===== config.mk =====
export PLATFORM = sky130hd
export DESIGN_NAME = lsu_mem_if_rv32i
export DESIGN_NICKNAME = d
export VERILOG_FILES = /design/src/rtl/lsu_mem_if_rv32i.sv
export SDC_FILE = /design/constraint.sdc
export NUM_CORES = 1
export LEC_CHECK = 0
export CAP_MARGIN = 20
export CORE_UTILIZATION = 58
export DETAILED_ROUTE_END_ITERATION = 6
export DONT_BUFFER_PORTS = 1
export GPL_TIMING_DRIVEN = 0
export PLACE_DENSITY_LB_ADDON = 0.08
export SETUP_SLACK_MARGIN = 0.3
export SLEW_MARGIN = 25
export SYNTH_ARGS = -nofsm -noshare
export SYNTH_HDL_FRONTEND = slang
export SYNTH_SLANG_ARGS = --single-unit

===== constraint.sdc =====
create_clock -name clk -period 5 [get_ports clk]
set_input_delay 0.75 -clock clk [delete_from_list [all_inputs] [get_ports clk]]
set_output_delay 0.75 -clock clk [all_outputs]
set_load 0.01 [all_outputs]

===== src/rtl/lsu_mem_if_rv32i.sv =====
// RV32I data-memory interface: one request at a time, legality checks,
// word bus with byte strobes, ack timeout, right-justified load data.
module lsu_mem_if_rv32i #(
   parameter int unsigned TIMEOUT_CYCLES = 16
) (
   input  logic        clk,
   input  logic        rst,
   input  logic        req_valid,
   output logic        req_ready,
   input  logic        req_we,
   input  logic [2:0]  req_type,
   input  logic [31:0] req_addr,
   input  logic [31:0] req_wdata,
   output logic        mem_req,
   output logic        mem_we,
   output logic [31:0] mem_addr,
   output logic [3:0]  mem_wstrb,
   output logic [31:0] mem_wdata,
   input  logic        mem_ack,
   input  logic [31:0] mem_rdata,
   output logic [31:0] dmem_out,
   output logic        resp_valid,
   output logic [1:0]  fault,
   output logic        stall
);

   typedef enum logic [1:0] {
      S_IDLE = 2'd0,
      S_BUS  = 2'd1,
      S_RESP = 2'd2
   } state_t;

   localparam logic [1:0] F_OK    = 2'b00;
   localparam logic [1:0] F_MISAL = 2'b01;
   localparam logic [1:0] F_TMO   = 2'b10;
   localparam logic [1:0] F_ILL   = 2'b11;

   localparam logic [7:0] CNT_LAST = 8'(TIMEOUT_CYCLES - 1);

   state_t      r_state;
   state_t      w_state_nxt;
   logic [7:0]  r_cnt;
   logic [7:0]  w_cnt_nxt;
   logic [1:0]  w_fault_nxt;
   logic        w_bus_go;
   logic        w_ack_hit;

   logic        r_mem_req;
   logic        r_mem_we;
   logic [31:0] r_mem_addr;
   logic [3:0]  r_mem_wstrb;
   logic [31:0] r_mem_wdata;
   logic [1:0]  r_lane;
   logic [31:0] r_dmem_out;
   logic        r_resp_valid;
   logic [1:0]  r_fault;

   logic        w_illegal;
   logic        w_is_half;
   logic        w_is_word;
   logic        w_misal;
   logic [3:0]  w_wstrb;
   logic [31:0] w_wdata;

   // Request legality: type range first, then natural alignment
   always_comb begin
      w_illegal = req_we ? (req_type > 3'b010) : (req_type > 3'b100);
      w_is_half = (req_type == 3'b001) ||
                  (!req_we && (req_type == 3'b100));
      w_is_word = (req_type == 3'b010);
      w_misal   = (w_is_half && req_addr[0]) ||
                  (w_is_word && (req_addr[1:0] != 2'b00));
   end

   // Store lane strobes and replicated data; loads never strobe
   always_comb begin
      w_wstrb = 4'b1111;
      w_wdata = req_wdata;
      case (req_type[1:0])
         2'b00: begin
            w_wstrb = 4'b0001 << req_addr[1:0];
            w_wdata = {4{req_wdata[7:0]}};
         end
         2'b01: begin
            w_wstrb = 4'b0011 << {req_addr[1], 1'b0};
            w_wdata = {2{req_wdata[15:0]}};
         end
         default: begin
            w_wstrb = 4'b1111;
            w_wdata = req_wdata;
         end
      endcase
      if (!req_we) begin
         w_wstrb = 4'b0000;
      end
   end

   // Next state, timeout count and fault code
   always_comb begin
      w_state_nxt = r_state;
      w_cnt_nxt   = r_cnt;
      w_fault_nxt = F_OK;
      w_bus_go    = 1'b0;
      w_ack_hit   = 1'b0;
      case (r_state)
         S_IDLE: begin
            if (req_valid) begin
               if (w_illegal) begin
                  w_state_nxt = S_RESP;
                  w_fault_nxt = F_ILL;
               end else if (w_misal) begin
                  w_state_nxt = S_RESP;
                  w_fault_nxt = F_MISAL;
               end else begin
                  w_state_nxt = S_BUS;
                  w_cnt_nxt   = 8'd0;
                  w_bus_go    = 1'b1;
               end
            end
         end
         S_BUS: begin
            if (mem_ack) begin
               w_state_nxt = S_RESP;
               w_ack_hit   = 1'b1;
            end else if (r_cnt == CNT_LAST) begin
               w_state_nxt = S_RESP;
               w_fault_nxt = F_TMO;
            end else begin
               w_cnt_nxt = r_cnt + 8'd1;
            end
         end
         S_RESP: begin
            w_state_nxt = S_IDLE;
         end
         default: begin
            w_state_nxt = S_IDLE;
         end
      endcase
   end

   // State and timeout counter registers
   always_ff @(posedge clk or posedge rst) begin
      if (rst) begin
         r_state <= S_IDLE;
         r_cnt   <= 8'd0;
      end else begin
         r_state <= w_state_nxt;
         r_cnt   <= w_cnt_nxt;
      end
   end

   // Bus fields captured at accept and held stable through BUS
   always_ff @(posedge clk or posedge rst) begin
      if (rst) begin
         r_mem_req   <= 1'b0;
         r_mem_we    <= 1'b0;
         r_mem_addr  <= 32'd0;
         r_mem_wstrb <= 4'd0;
         r_mem_wdata <= 32'd0;
         r_lane      <= 2'd0;
      end else begin
         r_mem_req <= (w_state_nxt == S_BUS);
         if (w_bus_go) begin
            r_mem_we    <= req_we;
            r_mem_addr  <= {req_addr[31:2], 2'b00};
            r_mem_wstrb <= w_wstrb;
            r_mem_wdata <= w_wdata;
            r_lane      <= req_addr[1:0];
         end
      end
   end

   // Response pulse, fault code and load data return
   always_ff @(posedge clk or posedge rst) begin
      if (rst) begin
         r_resp_valid <= 1'b0;
         r_fault      <= 2'b00;
         r_dmem_out   <= 32'd0;
      end else begin
         r_resp_valid <= (w_state_nxt == S_RESP);
         r_fault      <= w_fault_nxt;
         if (w_ack_hit && !r_mem_we) begin
            r_dmem_out <= mem_rdata >> {r_lane, 3'b000};
         end
      end
   end

   assign req_ready  = (r_state == S_IDLE);
   assign stall      = (r_state != S_IDLE);
   assign mem_req    = r_mem_req;
   assign mem_we     = r_mem_we;
   assign mem_addr   = r_mem_addr;
   assign mem_wstrb  = r_mem_wstrb;
   assign mem_wdata  = r_mem_wdata;
   assign dmem_out   = r_dmem_out;
   assign resp_valid = r_resp_valid;
   assign fault      = r_fault;

endmodule


==> out/metrics.csv, run 1 <==
stage,metric,value,unit
timing,Worst Max-Slew Pin Slew,0.866,ns
timing,clock period minus final worst setup slack,2.12,ns
placement,HPWL Detailed,9.51,mm
cells_and_area,antenna diode count,0,
worst_setup_path,arrival time of the worst setup path,1.37,ns
timing,max-slew violation count,0,
cells_and_area,Post-layout nets,698,
clock_tree,Clock Sink Count,115,
timing,Rel. slew slack,42.0,%
timing,Peak Freq,472,MHz
global_routing,wire length of the first global-routing pass,21.7,mm
yosys,Avg Inst Size Synth,9.21,um2
worst_setup_path,largest fanout on the critical path,3,
drt,total wire length,13.3,mm
pwr,leakage power of the design,2.91,nW
yosys,most repeated cell in the gate-level netlist after synthesis,sky130_fd_sc_hd__nand2_1,
floorplanning,count of standard-cell rows,34,
clock_tree,clock transition at the register clock pins on the worst setup and hold paths after CTS,0.06,ns
drt,initial detailed-routing violation count,163,
yosys,number of synthesis warnings,0,
yosys,cells after synthesis,572,
yosys,portion of synthesized cell area occupied by the leading cell type,54.6,%
global_routing,global-route usage over all layers,29.2,%
drt,Initial DRT Pass Iterations,5,
clock_tree,Num CTS Buffers,17,
pwr,power density relative to cell area,652,mW/mm2
floorplanning,width of the chip,97.3,um
drt,vias,4207,
yosys,cell type with the highest aggregate area in the netlist,sky130_fd_sc_hd__dfrtp_1,
pwr,maximum ir drop on the vdd rail,0.305,mV
yosys,"Top FF cell, synth",sky130_fd_sc_hd__dfrtp_1,
yosys,ranking of synthesized cells by instance count,"sky130_fd_sc_hd__nand2_1, sky130_fd_sc_hd__dfrtp_1, sky130_fd_sc_hd__o21ai_0",
clock_tree,number of buffers added to fix hold violations after cts,0,
floorplanning,Die ar.,0.00947,mm2
drt,drc violations,0,
clock_tree,CTS tree,yes,
clock_tree,number of levels in the clock H-tree,4,
cells_and_area,fill cell instance count of the final layout,687,
floorplanning,die extent in y,97.3,um
drt,residual antenna-violating net count after detailed routing,0,
pwr,Tot Pwr,3.92,mW
floorplanning,core footprint,0.00876,mm2
pwr,Sw Share,38.3,%
pwr,net switching power of the design,1.50,mW
timing,Sum Neg Setup Slack,0,ns
yosys,area of the mapped netlist,0.00527,mm2
worst_setup_path,launch point of the worst reg-to-reg path,r_state[1]$_DFF_PP0_,
pwr,sequential share of power,47.2,%
yosys,share of async-settable or async-resettable flops after synthesis,100,%
yosys,Post-synth EDFFs,0,
yosys,largest cells by area after synthesis,"sky130_fd_sc_hd__dfrtp_1, sky130_fd_sc_hd__nand2_1, sky130_fd_sc_hd__mux2i_1",
clock_tree,Clock Tree Root,sky130_fd_sc_hd__clkbuf_8,
cells_and_area,Area Growth Syn to Fin,14.0,%
yosys,distinct cell type count of the synthesized netlist,39,
timing,final count of hold timing violations,0,
timing,Final Cycle Share,42.4,%
pwr,share of power burned in combinational logic,23.6,%
timing,clock skew,0.0103,ns
timing,"Setup violations, final",0,
global_routing,met1 routing resource usage after global routing,35.4,%
global_routing,GR met2 Demand/Resource,47.8,%
global_routing,most used routing layer in global routing,met2,
cells_and_area,share of layout cells above drive strength 1,11.1,%
global_routing,met3 layer usage reported by global route,9.50,%
floorplanning,ports placed on the boundary,211,
global_routing,antenna violations before repair,0,
clock_tree,# resized after CTS,0,
placement,port buffer count,0,
clock_tree,maximum clock insertion buffer count,2,
job,count of maximum capacitance violations,0,
worst_setup_path,kind of launch point of the worst setup path,flop,
clock_tree,clock latency of the later-clocked register in the worst-skew pair,0.50,ns
worst_setup_path,crit path kind,flop to output port,
pwr,clock share of power,29.2,%
worst_setup_path,crit path capture type,output port,
worst_setup_path,Worst Setup SP,r_state[1]$_DFF_PP0_,
global_routing,Congestion Overflow GR,0,
yosys,Seq cells post-synth,115,
timing,unrepaired setup endpoints after global routing,no,
placement,routability congestion estimate from global placement,0.904,
yosys,part of the Yosys area used for sequential elements,54.6,%
global_routing,number of global-route vias before repair,4436,
worst_setup_path,Crit path required time,4.25,ns
drt,wire length per cell,18.7,um
floorplanning,Initial Utilization,60.1,%
hold_path,class of the tightest hold or removal check,input pin to asynchronous set/reset pin,
global_routing,pin count of the biggest net entering global routing,66,
clock_tree,number of setup buffers added after CTS,0,
pwr,P_int,2.41,mW
drt,post-detailed-route via-to-cell ratio,5.90,
run_status,result of the run,"finished, final reports clean",
power groups by stage:
stage / registers [mW] / logic (mW) / clock network (mW)
after floorplan: 1.75 / 0.726 / 0
after detailed placement: 1.85 / 0.928 / 0
after global placement: 1.85 / 0.873 / 0
after CTS: 1.85 / 0.926 / 1.16
after global routing: 1.89 / 1.07 / 1.19
final: 1.85 / 0.924 / 1.14
worst max-delay path, stage by stage (launching register included):
cell	delay, ns
sky130_fd_sc_hd__dfrtp_1	0.38
sky130_fd_sc_hd__or2_1	0.29
sky130_fd_sc_hd__inv_1	0.20
state kept, by name (all words and copies together) (netlist names):
name,count
mem_req,1
mem_wdata,32
r_lane,2
mem_addr,30
fault,2
r_cnt,8
resp_valid,1
mem_we,1
mem_wstrb,4
r_state,2
dmem_out,32
per-layer routing:
| layer | up-vias | share of wire, % |
|---|---|---|
| met5 | - | 0 |
| met1 | 2025 | 40 |
| met2 | 196 | 49 |
| li1 | 1951 | - |
| met4 | 0 | 2.5 |
| met3 | 35 | 8.6 |
cells by family (layout without fill, tap and decap cells):
group,after synthesis,in the layout,synth area share [%]
compound gates,113,113,12.1
fa+ha+maj,1,1,0.238
buf+inv,46,78,4.13
flops,115,115,54.6
mux,49,49,9.50
other cells,1,2,0.0712
simple gates,247,247,19.3
per-stage QoR:
step | cell area (um2) | setup slack (ns) | std cells | hold WS [ns] | utilization, %
floorplan | 5270 | 1.21 | 573 | 0.476 | -
global placement | 5410 | 0.0764 | 681 | 0.504 | 61.7
detailed placement | 5440 | 2.53 | 682 | 0.514 | 62.1
CTS | 6000 | 2.85 | 713 | 0.135 | 68.5
global route | 6000 | 2.73 | 713 | 0.159 | 68.5
finish | 6000 | 2.88 | 713 | 0.139 | 68.5
cell usage in the layout (no fill, tap or decap), drive strengths merged, types with 4 or more instances in the layout:
cell type,instances
a211oi,9
a21oi,33
clkinvlp,4
mux2i,41
inv,7
dfrtp,115
buf,22
o21ai,53
nor2,27
or3,4
nand2,190
nor2b,11
clkbuf,37
nand3,6
o31ai,9
mux2,8
clkinv,6
final cells by class:
type / count / area (um2) / share of cell area (%)
buffer: 40 / 195 / 3.25
clock buffer: 18 / 428 / 7.13
clock inverter: 13 / 136 / 2.27
inverter: 6 / 27.5 / 0.459
multi-input combinational: 412 / 2170 / 36.2
sequential: 115 / 2880 / 47.9
tap: 108 / 135 / 2.25
timing repair buffer: 1 / 27.5 / 0.459
final timing paths:
kind | to | slack, ns | cells past startpoint
hold / removal | dmem_out[4]$_DFFE_PP0P_ | 0.14 | 1
hold reg to reg | r_cnt[1]$_DFFE_PP0P_ | 0.53 | 2
setup / recovery | req_ready | 2.88 | 2
setup reg to reg | mem_addr[6]$_DFFE_PP0P_ | 2.88 | 7
max in group asynchronous | mem_wdata[25]$_DFFE_PP0P_ | 4.17 | 2
min in group clk | mem_addr[26]$_DFFE_PP0P_ | 0.35 | 2
Power figures use the tool's default switching activity.
==> run 2, diff against run 1 <==
==> constraint.sdc (replaced) <==
create_clock -name clk -period 1.96 [get_ports clk]
set_input_delay 0.294 -clock clk [delete_from_list [all_inputs] [get_ports clk]]
set_output_delay 0.294 -clock clk [all_outputs]
set_load 0.01 [all_outputs]
==> run 2 against run 1 <==
Setup slack lost 2.8 ns. Routed wire length grew 25%. Sequential share of layout area shrank 8.6 points. Critical endpoint is now r_cnt[4]$_DFFE_PP0P_. Largest cell class unchanged. Largest power group unchanged. Highest routed layer unchanged.
==> out/metrics.csv, run 2 (synthesis results as in run 1) <==
stage,metric,value,unit
drt,residual antenna-violating net count after detailed routing,0,
timing,Peak Freq,527,MHz
clock_tree,maximum clock insertion buffer count,2,
drt,vias,4945,
worst_setup_path,end of the worst register-to-register path,r_cnt[4]$_DFFE_PP0P_,
global_routing,wire length of the first global-routing pass,24.6,mm
drt,drc violations,0,
clock_tree,number of levels in the clock H-tree,4,
hold_path,Hold Path Depth,2,
worst_setup_path,crit path capture type,flop,
timing,Rel. slew slack,39.1,%
drt,initial detailed-routing violation count,312,
floorplanning,width of the chip,97.3,um
floorplanning,core footprint,0.00876,mm2
clock_tree,Clock Sink Count,115,
pwr,power density relative to cell area,1480,mW/mm2
worst_setup_path,crit path kind,flop to flop,
hold_path,Worst Hold Path EP,mem_wdata[8]$_DFFE_PP0P_,
timing,clock skew,0.0113,ns
cells_and_area,final core utilization,83.4,%
cells_and_area,fill cell instance count of the final layout,513,
floorplanning,count of standard-cell rows,34,
global_routing,antenna violations before repair,0,
job,count of maximum capacitance violations,0,
floorplanning,ports placed on the boundary,211,
floorplanning,die extent in y,97.3,um
clock_tree,Clock Tree Root,sky130_fd_sc_hd__clkbuf_8,
global_routing,Congestion Overflow GR,0,
pwr,maximum ir drop on the vdd rail,0.947,mV
placement,count of placed standard cells including taps,685,
drt,Initial DRT Pass Iterations,6,
worst_setup_path,kind of launch point of the worst setup path,flop,
cells_and_area,"top library cells by usage in the layout, fill and taps aside","sky130_fd_sc_hd__nand2_1, sky130_fd_sc_hd__dfrtp_1, sky130_fd_sc_hd__dlygate4sd3_1, sky130_fd_sc_hd__mux2i_1",
cells_and_area,final instance count without filler cells,813,
placement,HPWL Detailed,9.64,mm
hold_path,class of the tightest hold or removal check,input pin to flop,
global_routing,pin count of the biggest net entering global routing,33,
timing,final count of hold timing violations,0,
timing,Final Cycle Share,96.9,%
timing,clock period minus final worst setup slack,1.90,ns
global_routing,global-route usage over all layers,33.0,%
cells_and_area,Post-layout nets,797,
drt,wire length per cell,20.5,um
run_status,result of the run,"finished, final reports clean",
worst_setup_path,R2R Setup Slk,0.06,ns
worst_setup_path,launch point of the worst reg-to-reg path,r_cnt[1]$_DFFE_PP0P_,
cells_and_area,antenna diode count,0,
placement,port buffer count,0,
placement,post-detailed-placement cell area,0.00552,mm2
cells_and_area,share of layout cells above drive strength 1,18.3,%
hold_path,beginning of the worst hold path,req_wdata[8],
clock_tree,CTS tree,yes,
timing,"Setup violations, final",0,
cells_and_area,final standard cell area without fillers,0.00731,mm2
floorplanning,Die ar.,0.00947,mm2
worst_setup_path,arrival time of the worst setup path,2.32,ns
drt,post-detailed-route via-to-cell ratio,6.08,
cells_and_area,Area Growth Syn to Fin,38.7,%
worst_setup_path,largest fanout on the critical path,6,
timing,max-slew violation count,0,
worst_setup_path,Reg2Reg Depth,6,
timing,unrepaired setup endpoints after global routing,yes,
clock_tree,clock latency of the later-clocked register in the worst-skew pair,0.51,ns
cells_and_area,"commonest non-fill, non-tap cell in the layout",sky130_fd_sc_hd__nand2_1,
floorplanning,Initial Utilization,60.1,%
pwr,leakage power of the design,3.46,nW
worst_setup_path,Crit path required time,2.38,ns
placement,routability congestion estimate from global placement,0.896,
drt,total wire length,16.7,mm
pwr,Tot Pwr,10.8,mW
clock_tree,Num CTS Buffers,17,
timing,Sum Neg Setup Slack,0,ns
global_routing,number of global-route vias before repair,5035,
clock_tree,clock transition at the register clock pins on the worst setup and hold paths after CTS,0.06,ns
timing,Worst Max-Slew Pin Slew,0.910,ns
-- run 2: changes by cell type in the layout (fill, tap and decap cells not counted), moves of 6 or more --
cell,previous run,this run
sky130_fd_sc_hd__o21ai_1,0,19
sky130_fd_sc_hd__clkbuf_2,0,6
sky130_fd_sc_hd__nand2_4,1,8
sky130_fd_sc_hd__buf_4,5,16
sky130_fd_sc_hd__buf_6,1,11
sky130_fd_sc_hd__nand2_2,0,9
sky130_fd_sc_hd__buf_2,15,8
sky130_fd_sc_hd__o21ai_0,53,31
sky130_fd_sc_hd__clkbuf_1,19,7
sky130_fd_sc_hd__dlygate4sd3_1,0,82
sky130_fd_sc_hd__nand2_1,189,172
-- run 2: routing by layer --
metal / up-vias / global-route usage, % / part of all wire (%)
met4: 0 / 13.1 / 3.8
met5: - / 0 / 0
met2: 311 / 55.9 / 50
li1: 2154 / - / -
met3: 70 / 11.9 / 9.6
met1: 2410 / 38.3 / 36
-- run 2: worst max path at each step --
stage	startpoint	end	slack (ns)	cells after the start
finish	r_cnt[1]$_DFFE_PP0P_	r_cnt[4]$_DFFE_PP0P_	0.06	6
global route	r_cnt[4]$_DFFE_PP0P_	r_cnt[5]$_DFFE_PP0P_	-0.006	7
CTS	r_cnt[1]$_DFFE_PP0P_	r_cnt[4]$_DFFE_PP0P_	0.11	6
detailed placement	req_type[1]	mem_wdata[14]$_DFFE_PP0P_	-0.04	7
global placement	rst	mem_wdata[21]$_DFFE_PP0P_	-0.30	1
floorplan	r_cnt[1]$_DFFE_PP0P_	r_cnt[4]$_DFFE_PP0P_	0.19	6
-- run 2: worst max-delay path, stage by stage, from the launching register on --
cell	delay [ns]
sky130_fd_sc_hd__dfrtp_1	0.39
sky130_fd_sc_hd__ha_2	0.21
sky130_fd_sc_hd__and3_4	0.18
sky130_fd_sc_hd__a211o_1	0.26
sky130_fd_sc_hd__a32o_2	0.28
sky130_fd_sc_hd__or3_4	0.34
sky130_fd_sc_hd__a21oi_2	0.16
-- run 2: area by class of cell --
class / count / area (um2) / area share [%]
plain buffers: 40 / 290 / 3.97
clock buffers: 20 / 455 / 6.23
clock inverters: 12 / 120 / 1.64
inverters: 6 / 33.8 / 0.462
multi-input cells: 412 / 2330 / 31.9
flip-flops and latches: 115 / 2880 / 39.4
well taps: 108 / 135 / 1.85
repair buffers: 100 / 1060 / 14.5
-- run 2: what timing repair did --
item	in CTS	in global routing
cloned	1	3
hold buffers	77	5
buffers inserted	5	5
resized for setup	24	97
setup endpoints to repair	109	103
pin swaps	5	19
endpoints found under the hold margin	108	3
-- run 2: report_power, final --
part	internal (mW)	switching, mW
Combinational	1.32	1.80
Clock	1.80	1.12
Sequential	3.43	1.36
Total	6.55	4.28
-- run 2: through the flow --
stage	worst slack, ns	hold WS, ns
2_1_floorplan	0.191	0.399
6_report	0.0608	0.00947
5_1_grt	-0.00608	0.00574
4_1_cts	0.115	0.00122
3_5_place_dp	-0.0393	0.204
3_3_place_gp	-0.299	0.402
==> run 3, diff against run 2 <==
--- a/config.mk
+++ b/config.mk
@@ -6,11 +6,11 @@
 export NUM_CORES = 1
 export LEC_CHECK = 0
 export CAP_MARGIN = 20
-export CORE_UTILIZATION = 58
+export CORE_UTILIZATION = 30
 export DETAILED_ROUTE_END_ITERATION = 6
 export DONT_BUFFER_PORTS = 1
 export GPL_TIMING_DRIVEN = 0
-export PLACE_DENSITY_LB_ADDON = 0.08
+export PLACE_DENSITY_LB_ADDON = 0.05
 export SETUP_SLACK_MARGIN = 0.3
 export SLEW_MARGIN = 25
 export SYNTH_ARGS = -nofsm -noshare
==> run 3 against run 2 <==
Setup slack improved by 0.063 ns. Critical path depth rose by 2. Via count fell by 12%. Final cell count rose by 9.8%. Critical endpoint is now r_cnt[3]$_DFFE_PP0P_.
==> out/metrics.csv, run 3 (synthesis results as in run 1) <==
stage,metric,value,unit
timing,Worst Max-Slew Pin Slew,0.947,ns
timing,clock period minus final worst setup slack,1.84,ns
worst_setup_path,delay contributed by the slowest stage of the critical path,0.39,ns
worst_setup_path,launch point of the worst reg-to-reg path,r_cnt[0]$_DFFE_PP0P_,
drt,vias,4352,
drt,drc violations,0,
clock_tree,clock transition at the register clock pins on the worst setup and hold paths after CTS,0.05,ns
global_routing,global-route usage over all layers,19.1,%
global_routing,number of global-route vias before repair,4521,
timing,clock skew,0.00946,ns
placement,routability congestion estimate from global placement,0.795,
timing,Peak Freq,545,MHz
timing,Worst Hold Slack,0.0130,ns
drt,Initial DRT Pass Iterations,4,
timing,Rel. slew slack,36.6,%
pwr,maximum ir drop on the vdd rail,0.674,mV
cells_and_area,"top library cells by usage in the layout, fill and taps aside","sky130_fd_sc_hd__nand2_1, sky130_fd_sc_hd__dfrtp_1, sky130_fd_sc_hd__mux2i_1, sky130_fd_sc_hd__dlygate4sd3_1, sky130_fd_sc_hd__a21oi_1",
clock_tree,Num CTS Buffers,17,
worst_setup_path,kind of launch point of the worst setup path,flop,
clock_tree,number of levels in the clock H-tree,4,
global_routing,wire length of the first global-routing pass,25.9,mm
floorplanning,count of standard-cell rows,48,
timing,Final Worst Setup Slack,0.124,ns
clock_tree,CTS tree,yes,
cells_and_area,share of layout cells above drive strength 1,19.5,%
worst_setup_path,crit-path cells,ha_2 -> and3_4 -> a211o_1 -> a32o_2 -> buf_6 -> buf_6 -> o21ai_2 -> a21oi_1,
worst_setup_path,Reg2Reg Depth,8,
cells_and_area,final standard cell area without fillers,0.00710,mm2
timing,Sum Neg Setup Slack,0,ns
cells_and_area,Post-layout nets,760,
worst_setup_path,arrival time of the worst setup path,2.12,ns
clock_tree,Clock Tree Root,sky130_fd_sc_hd__clkbuf_16,
floorplanning,ports placed on the boundary,211,
drt,wire length per cell,18.4,um
worst_setup_path,"Max stage delay cell, worst path",sky130_fd_sc_hd__dfrtp_1,
timing,final count of hold timing violations,0,
clock_tree,clock latency of the later-clocked register in the worst-skew pair,0.41,ns
worst_setup_path,Crit path required time,2.24,ns
drt,total wire length,16.4,mm
worst_setup_path,crit path kind,flop to flop,
hold_path,class of the tightest hold or removal check,input pin to flop,
placement,post-detailed-placement cell area,0.00565,mm2
worst_setup_path,crit path capture type,flop,
placement,pre-CTS worst setup slack,-0.153,ns
cells_and_area,antenna diode count,0,
worst_setup_path,end of the worst register-to-register path,r_cnt[3]$_DFFE_PP0P_,
worst_setup_path,crit-path most repeated cell,sky130_fd_sc_hd__buf_6,
floorplanning,width of the chip,134,um
cells_and_area,"commonest non-fill, non-tap cell in the layout",sky130_fd_sc_hd__nand2_1,
cells_and_area,Area Growth Syn to Fin,34.9,%
drt,residual antenna-violating net count after detailed routing,0,
clock_tree,Clock Sink Count,115,
floorplanning,Initial Utilization,30.6,%
clock_tree,maximum clock insertion buffer count,2,
job,count of maximum capacitance violations,0,
timing,unrepaired setup endpoints after global routing,yes,
floorplanning,core footprint,0.0172,mm2
timing,"Setup violations, final",0,
floorplanning,die extent in y,134,um
drt,post-detailed-route via-to-cell ratio,4.87,
timing,Final Cycle Share,93.7,%
run_status,result of the run,"finished, final reports clean",
worst_setup_path,largest fanout on the critical path,6,
pwr,Tot Pwr,10.8,mW
worst_setup_path,critical path capture point,r_cnt[3]$_DFFE_PP0P_,
cells_and_area,sequential cell area,0.00288,mm2
worst_setup_path,Worst Setup SP,r_cnt[0]$_DFFE_PP0P_,
pwr,leakage power of the design,3.34,nW
cells_and_area,fill cell instance count of the final layout,1701,
placement,HPWL Detailed,11.9,mm
floorplanning,Die ar.,0.0181,mm2
drt,initial detailed-routing violation count,145,
pwr,power density relative to cell area,1520,mW/mm2
worst_setup_path,R2R Setup Slk,0.12,ns
timing,max-slew violation count,0,
placement,port buffer count,0,
cells_and_area,total area of multi-input combinational cells,0.00232,mm2
global_routing,pin count of the biggest net entering global routing,30,
global_routing,antenna violations before repair,0,
global_routing,Congestion Overflow GR,0,
-- run 3: cell count changes in the layout (fill, tap and decap cells not counted), sizes merged --
cell	before	now
clkbuf	37	42
buf	41	48
bufinv	1	2
dlygate4sd3	82	41
clkinvlp	6	1
inv	9	5
-- run 3: layout make-up --
| type | instances | area share (%) |
|---|---|---|
| well taps | 225 | 3.96 |
| clock inverters | 4 | 0.987 |
| flip-flops and latches | 115 | 40.5 |
| plain buffers | 40 | 4.62 |
| clock buffers | 28 | 7.14 |
| multi-input cells | 412 | 32.6 |
| repair buffers | 63 | 9.65 |
| inverters | 6 | 0.476 |
-- run 3: how the worst min path moves through the flow --
stage                             start                       end  depth (start not counted)
after floorplan            req_addr[10]  mem_addr[10]$_DFFE_PP0P_                          2
after global placement     req_addr[21]  mem_addr[21]$_DFFE_PP0P_                          2
after detailed placement            rst   dmem_out[0]$_DFFE_PP0P_                          1
after CTS                 mem_rdata[28]  dmem_out[28]$_DFFE_PP0P_                          2
after global routing        req_addr[0]     r_lane[0]$_DFFE_PP0P_                          2
final                       req_addr[0]     r_lane[0]$_DFFE_PP0P_                          2
-- run 3: stage by stage --
stage	instances	util, %
global placement	798	32.3
finish	893	41.2
detailed placement	802	32.8
CTS	887	39.9
floorplan	573	-
global route	893	41.2
-- run 3: power breakdown --
group | total [mW] | internal, mW | switching [mW]
registers | 4.76 | 3.44 | 1.32
clock network | 3.04 | 2.00 | 1.04
logic | 3.01 | 1.31 | 1.70
-- run 3: worst max-delay path: cells and delay by family (launching register included) --
| family | cells | cell delay, ns |
|---|---|---|
| flip-flops | 1 | 0.39 |
| adder cells (fa/ha/maj) | 1 | 0.19 |
| AND/OR/NAND/NOR | 1 | 0.18 |
| buffers and inverters | 2 | 0.28 |
| AO/OA/AOI/OAI | 4 | 0.69 |
-- run 3: timing repair --
action / 4_1_cts / 5_1_grt
setup buffers: 11 / 4
gates cloned: 2 / 1
gates resized for setup: 53 / 85
setup endpoints to repair: 109 / 108
hold buffers: 40 / 1
hold endpoints to repair: 50 / 1
pin swaps: 9 / 23
-- run 3: per-layer routing --
metal	GRT usage (%)	wire length, um	vias to the layer above
met1	24.3	7090	2112
met5	0	0	-
met2	29.2	7810	158
met3	8.11	1340	9
li1	-	-	2073
met4	5.93	178	0
